==> src/rtl/run_ctrl_pkg.sv <==
// Shared types and defaults for the run controller slice.
package run_ctrl_pkg;

    typedef enum logic [1:0] {
        ST_IDLE,
        ST_START,
        ST_RUN,
        ST_DONE
    } run_state_t;

    localparam int               CNT_W          = 16;
    localparam int               HALT_PC_DEF    = 128;
    localparam logic [CNT_W-1:0] WDOG_LIMIT_DEF = 16'hFFF0;

    // Run-cycle counter sticks at all-ones instead of wrapping.
    function automatic logic [CNT_W-1:0] sat_inc(input logic [CNT_W-1:0] v);
        return (&v) ? v : v + 1'b1;
    endfunction

endpackage

==> src/rtl/mem_port_mux.sv <==
// Data-memory port arbitration: the core owns the port in RUN, the host otherwise.
// START keeps the host address but suppresses every write.
module mem_port_mux
    import run_ctrl_pkg::*;
(
    input  run_state_t  state,
    input  logic        host_we,
    input  logic [7:0]  host_addr,
    input  logic [7:0]  host_wdat,
    input  logic        core_we,
    input  logic [7:0]  core_addr,
    input  logic [7:0]  core_wdat,
    output logic        mem_we,
    output logic [7:0]  mem_addr,
    output logic [7:0]  mem_wdat
);

    always_comb begin
        mem_we   = host_we;
        mem_addr = host_addr;
        mem_wdat = host_wdat;
        case (state)
            ST_RUN: begin
                mem_we   = core_we;
                mem_addr = core_addr;
                mem_wdat = core_wdat;
            end
            ST_START: mem_we = 1'b0;
            default: ;
        endcase
    end

endmodule

==> src/rtl/run_ctrl.sv <==
// Sequences one program run of the core: req/done handshake, core reset, halt detect, cycle count.
// Optional watchdog is compiled in with `define RUN_CTRL_WDOG_EN.
module run_ctrl
    import run_ctrl_pkg::*;
#(
    parameter int               D          = 10,
    parameter logic [D-1:0]     HALT_PC    = D'(HALT_PC_DEF),
    parameter int               RST_CYC    = 2,
    parameter logic [CNT_W-1:0] WDOG_LIMIT = WDOG_LIMIT_DEF
) (
    input  logic             clk,
    input  logic             reset,
    input  logic             req,
    input  logic [D-1:0]     prog_ctr,
    input  logic             host_we,
    input  logic [7:0]       host_addr,
    input  logic [7:0]       host_wdat,
    output logic [7:0]       host_rdat,
    output logic             host_gnt,
    input  logic             core_we,
    input  logic [7:0]       core_addr,
    input  logic [7:0]       core_wdat,
    output logic             mem_we,
    output logic [7:0]       mem_addr,
    output logic [7:0]       mem_wdat,
    input  logic [7:0]       mem_rdat,
    output logic             core_rst,
    output logic             busy,
    output logic             done,
    output logic             timeout,
    output logic [CNT_W-1:0] cycle_cnt
);

    run_state_t       state;
    logic [3:0]       rst_cnt;
    logic [CNT_W-1:0] cnt_next;
    logic             halt_hit;
    logic             wdog_hit;

`ifdef RUN_CTRL_WDOG_EN
    localparam bit WDOG_EN = 1'b1;
    logic timeout_q;
    assign timeout = timeout_q;
`else
    localparam bit WDOG_EN = 1'b0;
    assign timeout = 1'b0;
`endif

    assign cnt_next = sat_inc(cycle_cnt);
    assign halt_hit = (prog_ctr == HALT_PC);
    // Compared against the incremented value so the final count equals the limit.
    assign wdog_hit = WDOG_EN && (cnt_next == WDOG_LIMIT);
    assign host_rdat = mem_rdat;

    always_ff @(posedge clk) begin
        if (!reset) begin
            state     <= ST_IDLE;
            rst_cnt   <= '0;
            cycle_cnt <= '0;
            core_rst  <= 1'b1;
            busy      <= 1'b0;
            done      <= 1'b0;
            host_gnt  <= 1'b1;
`ifdef RUN_CTRL_WDOG_EN
            timeout_q <= 1'b0;
`endif
        end else begin
            case (state)
                ST_IDLE: begin
                    if (req) begin
                        state     <= ST_START;
                        cycle_cnt <= '0;
                        rst_cnt   <= 4'(RST_CYC - 1);
                        busy      <= 1'b1;
                        host_gnt  <= 1'b0;
`ifdef RUN_CTRL_WDOG_EN
                        timeout_q <= 1'b0;
`endif
                    end
                end
                ST_START: begin
                    if (rst_cnt == 4'd0) begin
                        state    <= ST_RUN;
                        core_rst <= 1'b0;
                    end else begin
                        rst_cnt <= rst_cnt - 4'd1;
                    end
                end
                ST_RUN: begin
                    cycle_cnt <= cnt_next;
                    if (halt_hit || wdog_hit) begin
                        state    <= ST_DONE;
                        core_rst <= 1'b1;
                        busy     <= 1'b0;
                        done     <= 1'b1;
                        host_gnt <= 1'b1;
`ifdef RUN_CTRL_WDOG_EN
                        timeout_q <= !halt_hit;
`endif
                    end
                end
                ST_DONE: begin
                    if (!req) begin
                        state <= ST_IDLE;
                        done  <= 1'b0;
                    end
                end
                default: state <= ST_IDLE;
            endcase
        end
    end

    mem_port_mux u_mux (
        .state     (state),
        .host_we   (host_we),
        .host_addr (host_addr),
        .host_wdat (host_wdat),
        .core_we   (core_we),
        .core_addr (core_addr),
        .core_wdat (core_wdat),
        .mem_we    (mem_we),
        .mem_addr  (mem_addr),
        .mem_wdat  (mem_wdat)
    );

endmodule

==> config.mk <==
export PLATFORM = sky130hd
export DESIGN_NAME = run_ctrl
export DESIGN_NICKNAME = d
export VERILOG_FILES = /design/src/rtl/run_ctrl_pkg.sv /design/src/rtl/mem_port_mux.sv /design/src/rtl/run_ctrl.sv
export SDC_FILE = /design/constraint.sdc
export NUM_CORES = 1
export LEC_CHECK = 0
export CORE_MARGIN = 2
export CORE_UTILIZATION = 42
export DETAILED_ROUTE_END_ITERATION = 6
export GPL_TIMING_DRIVEN = 1
export PLACE_DENSITY = 0.91
export REMOVE_ABC_BUFFERS = 1
export SETUP_SLACK_MARGIN = 0.1
export SYNTH_ARGS = -nofsm -noshare
export SYNTH_HDL_FRONTEND = slang
export SYNTH_HIERARCHICAL = 1
export SYNTH_SLANG_ARGS = --single-unit
==> constraint.sdc <==
create_clock -name clk -period 5.77 [get_ports clk]
set_input_delay 0.577 -clock clk [delete_from_list [all_inputs] [get_ports clk]]
set_output_delay 0.577 -clock clk [all_outputs]
set_load 0.005 [all_outputs]
==> impl_metrics.env <==
export IMPL_status="finished, final reports clean"
export IMPL_grt_setup_unrepaired="no"
export IMPL_io_pins=101
export IMPL_setup_viol=0
export IMPL_fin_worst_skew_ps=4.13
export IMPL_hp_class="flop to flop"
export IMPL_antenna_left=0
export IMPL_hpwl_microns=3890
export IMPL_critPathTopFamily="adder cells"
export IMPL_worstMarginPinSlew_ps=888
export IMPL_die_width_microns=69.8
export IMPL_cts_tree="done"
export IMPL_cp_start_kind="flop"
export IMPL_ir_drop_mv=0.169
export IMPL_maxCapViolCount=0
export IMPL_drc=0
export IMPL_finalSetupTns_ps=0
export IMPL_cts_root_buf="clkbuf_8"
export IMPL_initial_core_util_pct=44.5
export IMPL_cts_resized_gates=0
export IMPL_drive_gt1_share_pct=8.68
export IMPL_synthArstFlopShare_pct=0
export IMPL_clkTransAtPathRegs_ps=90
export IMPL_rows=23
export IMPL_crit_slowest_cell="ha_1"
export IMPL_antenna_found_initial=0
export IMPL_dr_pass1_iters=4
export IMPL_hold_start="host_gnt$_SDFFE_PN1P_"
export IMPL_final_util_pct=64.4
export IMPL_wire_per_inst_microns=15.2
export IMPL_cts_setup_buffers=0
export IMPL_grt_pass1_vias=1815
export IMPL_drtIter0Drc=101
export IMPL_area_growth_pct=44.8
export IMPL_hold_viol=0
export IMPL_drv_slew=0
export IMPL_yosysWarnings=6
export IMPL_critPathMaxFanout=17
export IMPL_synth_seq_cells=26
export IMPL_end_kind="primary output"
export IMPL_finalCriticalPeriod_ps=2900
export IMPL_seq_area_frac_synth_pct=28.6
export IMPL_portBuffers=83
export IMPL_synth_area_sq_um=1820
export IMPL_cp_required_ps=5190
export IMPL_cp_slowest_stage_delay_ps=740
export IMPL_synth_flop_cell="dfxtp_1"
export IMPL_core_sq_um=4090
export IMPL_slew_headroom_pct=40.8
export IMPL_gp_congestion=0.836
export IMPL_grt_pass1_wl_microns=8620
export IMPL_finalCritPeriodShare_pct=50.2
export IMPL_syn_avg_cell_area_sq_um=8.23
export IMPL_clock_path_buffers=2
export IMPL_clock_sinks=26
export IMPL_htreeDepth=1
export IMPL_ctsHoldBuffers=0
export IMPL_grt_overflow_total=0
export IMPL_fmax_mhz=345
export IMPL_setup_worst_path_class="flop to primary output"
export IMPL_p_leak_nw=0.937
export IMPL_synth_edf_count=0
export IMPL_fp_dieH_microns=69.8
export IMPL_synth_distinct_cells=46
export IMPL_pwr_density_cell_nw_per_um2=330
export IMPL_viasPerCell=5.53
export IMPL_clk_latency_ps=280
export IMPL_wl_microns=5140
export IMPL_fp_dieArea_sq_um=4870
export IMPL_globalRouteTotalUtil_pct=21.2
export IMPL_startpoint="state[0]$_SDFFE_PN0P_"
export IMPL_vias=1870
export IMPL_cp_cell_sequence="inv_1, ha_1, nand2_1, o21ai_0, clkdlybuf4s50_1"
export IMPL_n_antenna_cell=0
export IMPL_worstPathArrival_ps=2320
export IMPL_r2r_start="state[0]$_SDFFE_PN0P_"
export IMPL_crit_buf_inv=2
export IMPL_fin_nets=351
export IMPL_synthCells=221
export IMPL_numCtsBuffers=3
export IMPL_grt_max_degree=25
cells by family (layout without fill, tap and decap cells):
family / count (synthesis) / count (layout) / share of synthesized area (%)
buffers and inverters: 32 / 99 / 10.9
xor gates and xnor gates: 2 / 2 / 0.964
muxes: 19 / 19 / 13.4
other: 1 / 1 / 0.206
DFF: 26 / 26 / 28.6
and+or+nand+nor: 84 / 84 / 23.5
AOI/OAI and AO/OA: 50 / 50 / 17.6
adders and majority gates: 7 / 7 / 4.82
path summary, 6_finish.rpt:
check / to / slack (ps) / cells past startpoint
hold / removal: host_gnt$_SDFFE_PN1P_ / 500 / 2
hold reg to reg: host_gnt$_SDFFE_PN1P_ / 500 / 2
setup reg to reg: cycle_cnt[10]$_SDFFE_PN0P_ / 3040 / 7
setup / recovery: mem_we / 2870 / 5
report_power, final:
group / total (mW) / internal [mW] / switching, mW
clock: 0.153 / 0.0930 / 0.0601
sequential: 0.232 / 0.207 / 0.0247
combinational: 0.485 / 0.245 / 0.240
total: 0.870 / 0.545 / 0.325
worst min-delay path, delay by kind of cell, from the launching register on:
kind,cells,cell delay (ps)
flops,1,340
compound gates,1,70
simple gates,1,60
cells in the final DEF (no fill, tap or decap), types with 2 or more instances in the layout:
cell type and count:
a22o_1 2, o21ai_0 11, o21ai_1 2, nand4_1 5
o31ai_1 3, nor2_1 18, a21oi_1 12, or3_1 2
xor2_1 2, nand3_1 14, o21a_1 3, dfxtp_1 26
ha_1 7, inv_1 11, mux2_4 9, o22ai_1 5
nor3b_1 2, a211oi_1 3, clkdlybuf4s50_1 83, clkbuf_8 3
a31oi_1 2, nand2_1 24, o211ai_1 2, or4_1 5
mux2i_1 3, mux2_2 7, nor3_1 5
synth_stat cells, types with 2 or more instances:
cell	n	share of area, %
a31oi_1	2	0.69
clkbuf_1	5	1.0
nor3_1	5	1.4
buf_4	9	3.7
o31ai_1	3	1.2
nand2_1	24	5.0
buf_2	2	0.55
inv_1	11	2.3
mux2_2	7	4.3
nand4_1	5	1.7
buf_6	3	1.9
a22o_1	2	0.96
mux2_4	9	7.4
ha_1	7	4.8
o21a_1	3	1.2
o22ai_1	5	1.7
o21ai_0	11	3.0
nand3_1	14	3.9
nor3b_1	2	0.83
a211oi_1	3	1.2
a21oi_1	12	3.3
dfxtp_1	26	29
mux2i_1	3	1.7
o21ai_1	2	0.55
or4_1	5	2.1
xor2_1	2	0.96
or3_1	2	0.69
nor2_1	18	3.7
o211ai_1	2	0.83
registers in the layout (all words and copies together), names as in the netlist:
register and cells:
busy 1, core_rst 1, cycle_cnt 16, done 1, host_gnt 1, rst_cnt 4, state 2
metrics by stage:
stage	instance area [sq um]	power (mW)	hold slack (ps)	setup WS, ps	cells
after floorplan	1670	0.524	466	3540	201
after global routing	2630	0.928	534	2690	338
final	2630	0.870	503	2870	338
after global placement	2560	0.694	466	3090	334
after detailed placement	2560	0.715	465	3050	334
after CTS	2630	0.870	491	2860	338
metal layers:
layer,global-route usage [%],routed length [microns],up-vias
li1,-,-,917
met1,27.1,2200,874
met2,36.4,2630,72
met3,3.49,244,7
met4,6.20,66,0
met5,0,0,-
cell type report:
| cell class | count | area [sq um] |
|---|---|---|
| Inverter | 12 | 47.5 |
| Clock buffer | 3 | 41.3 |
| Multi-Input combinational cell | 163 | 1100 |
| Fill cell | 349 | 1450 |
| Tap cell | 50 | 62.6 |
| Clock inverter | 1 | 30.0 |
| Timing Repair Buffer | 83 | 831 |
| Sequential cell | 26 | 520 |
No activity file was read; power rests on OpenSTA's default activity.
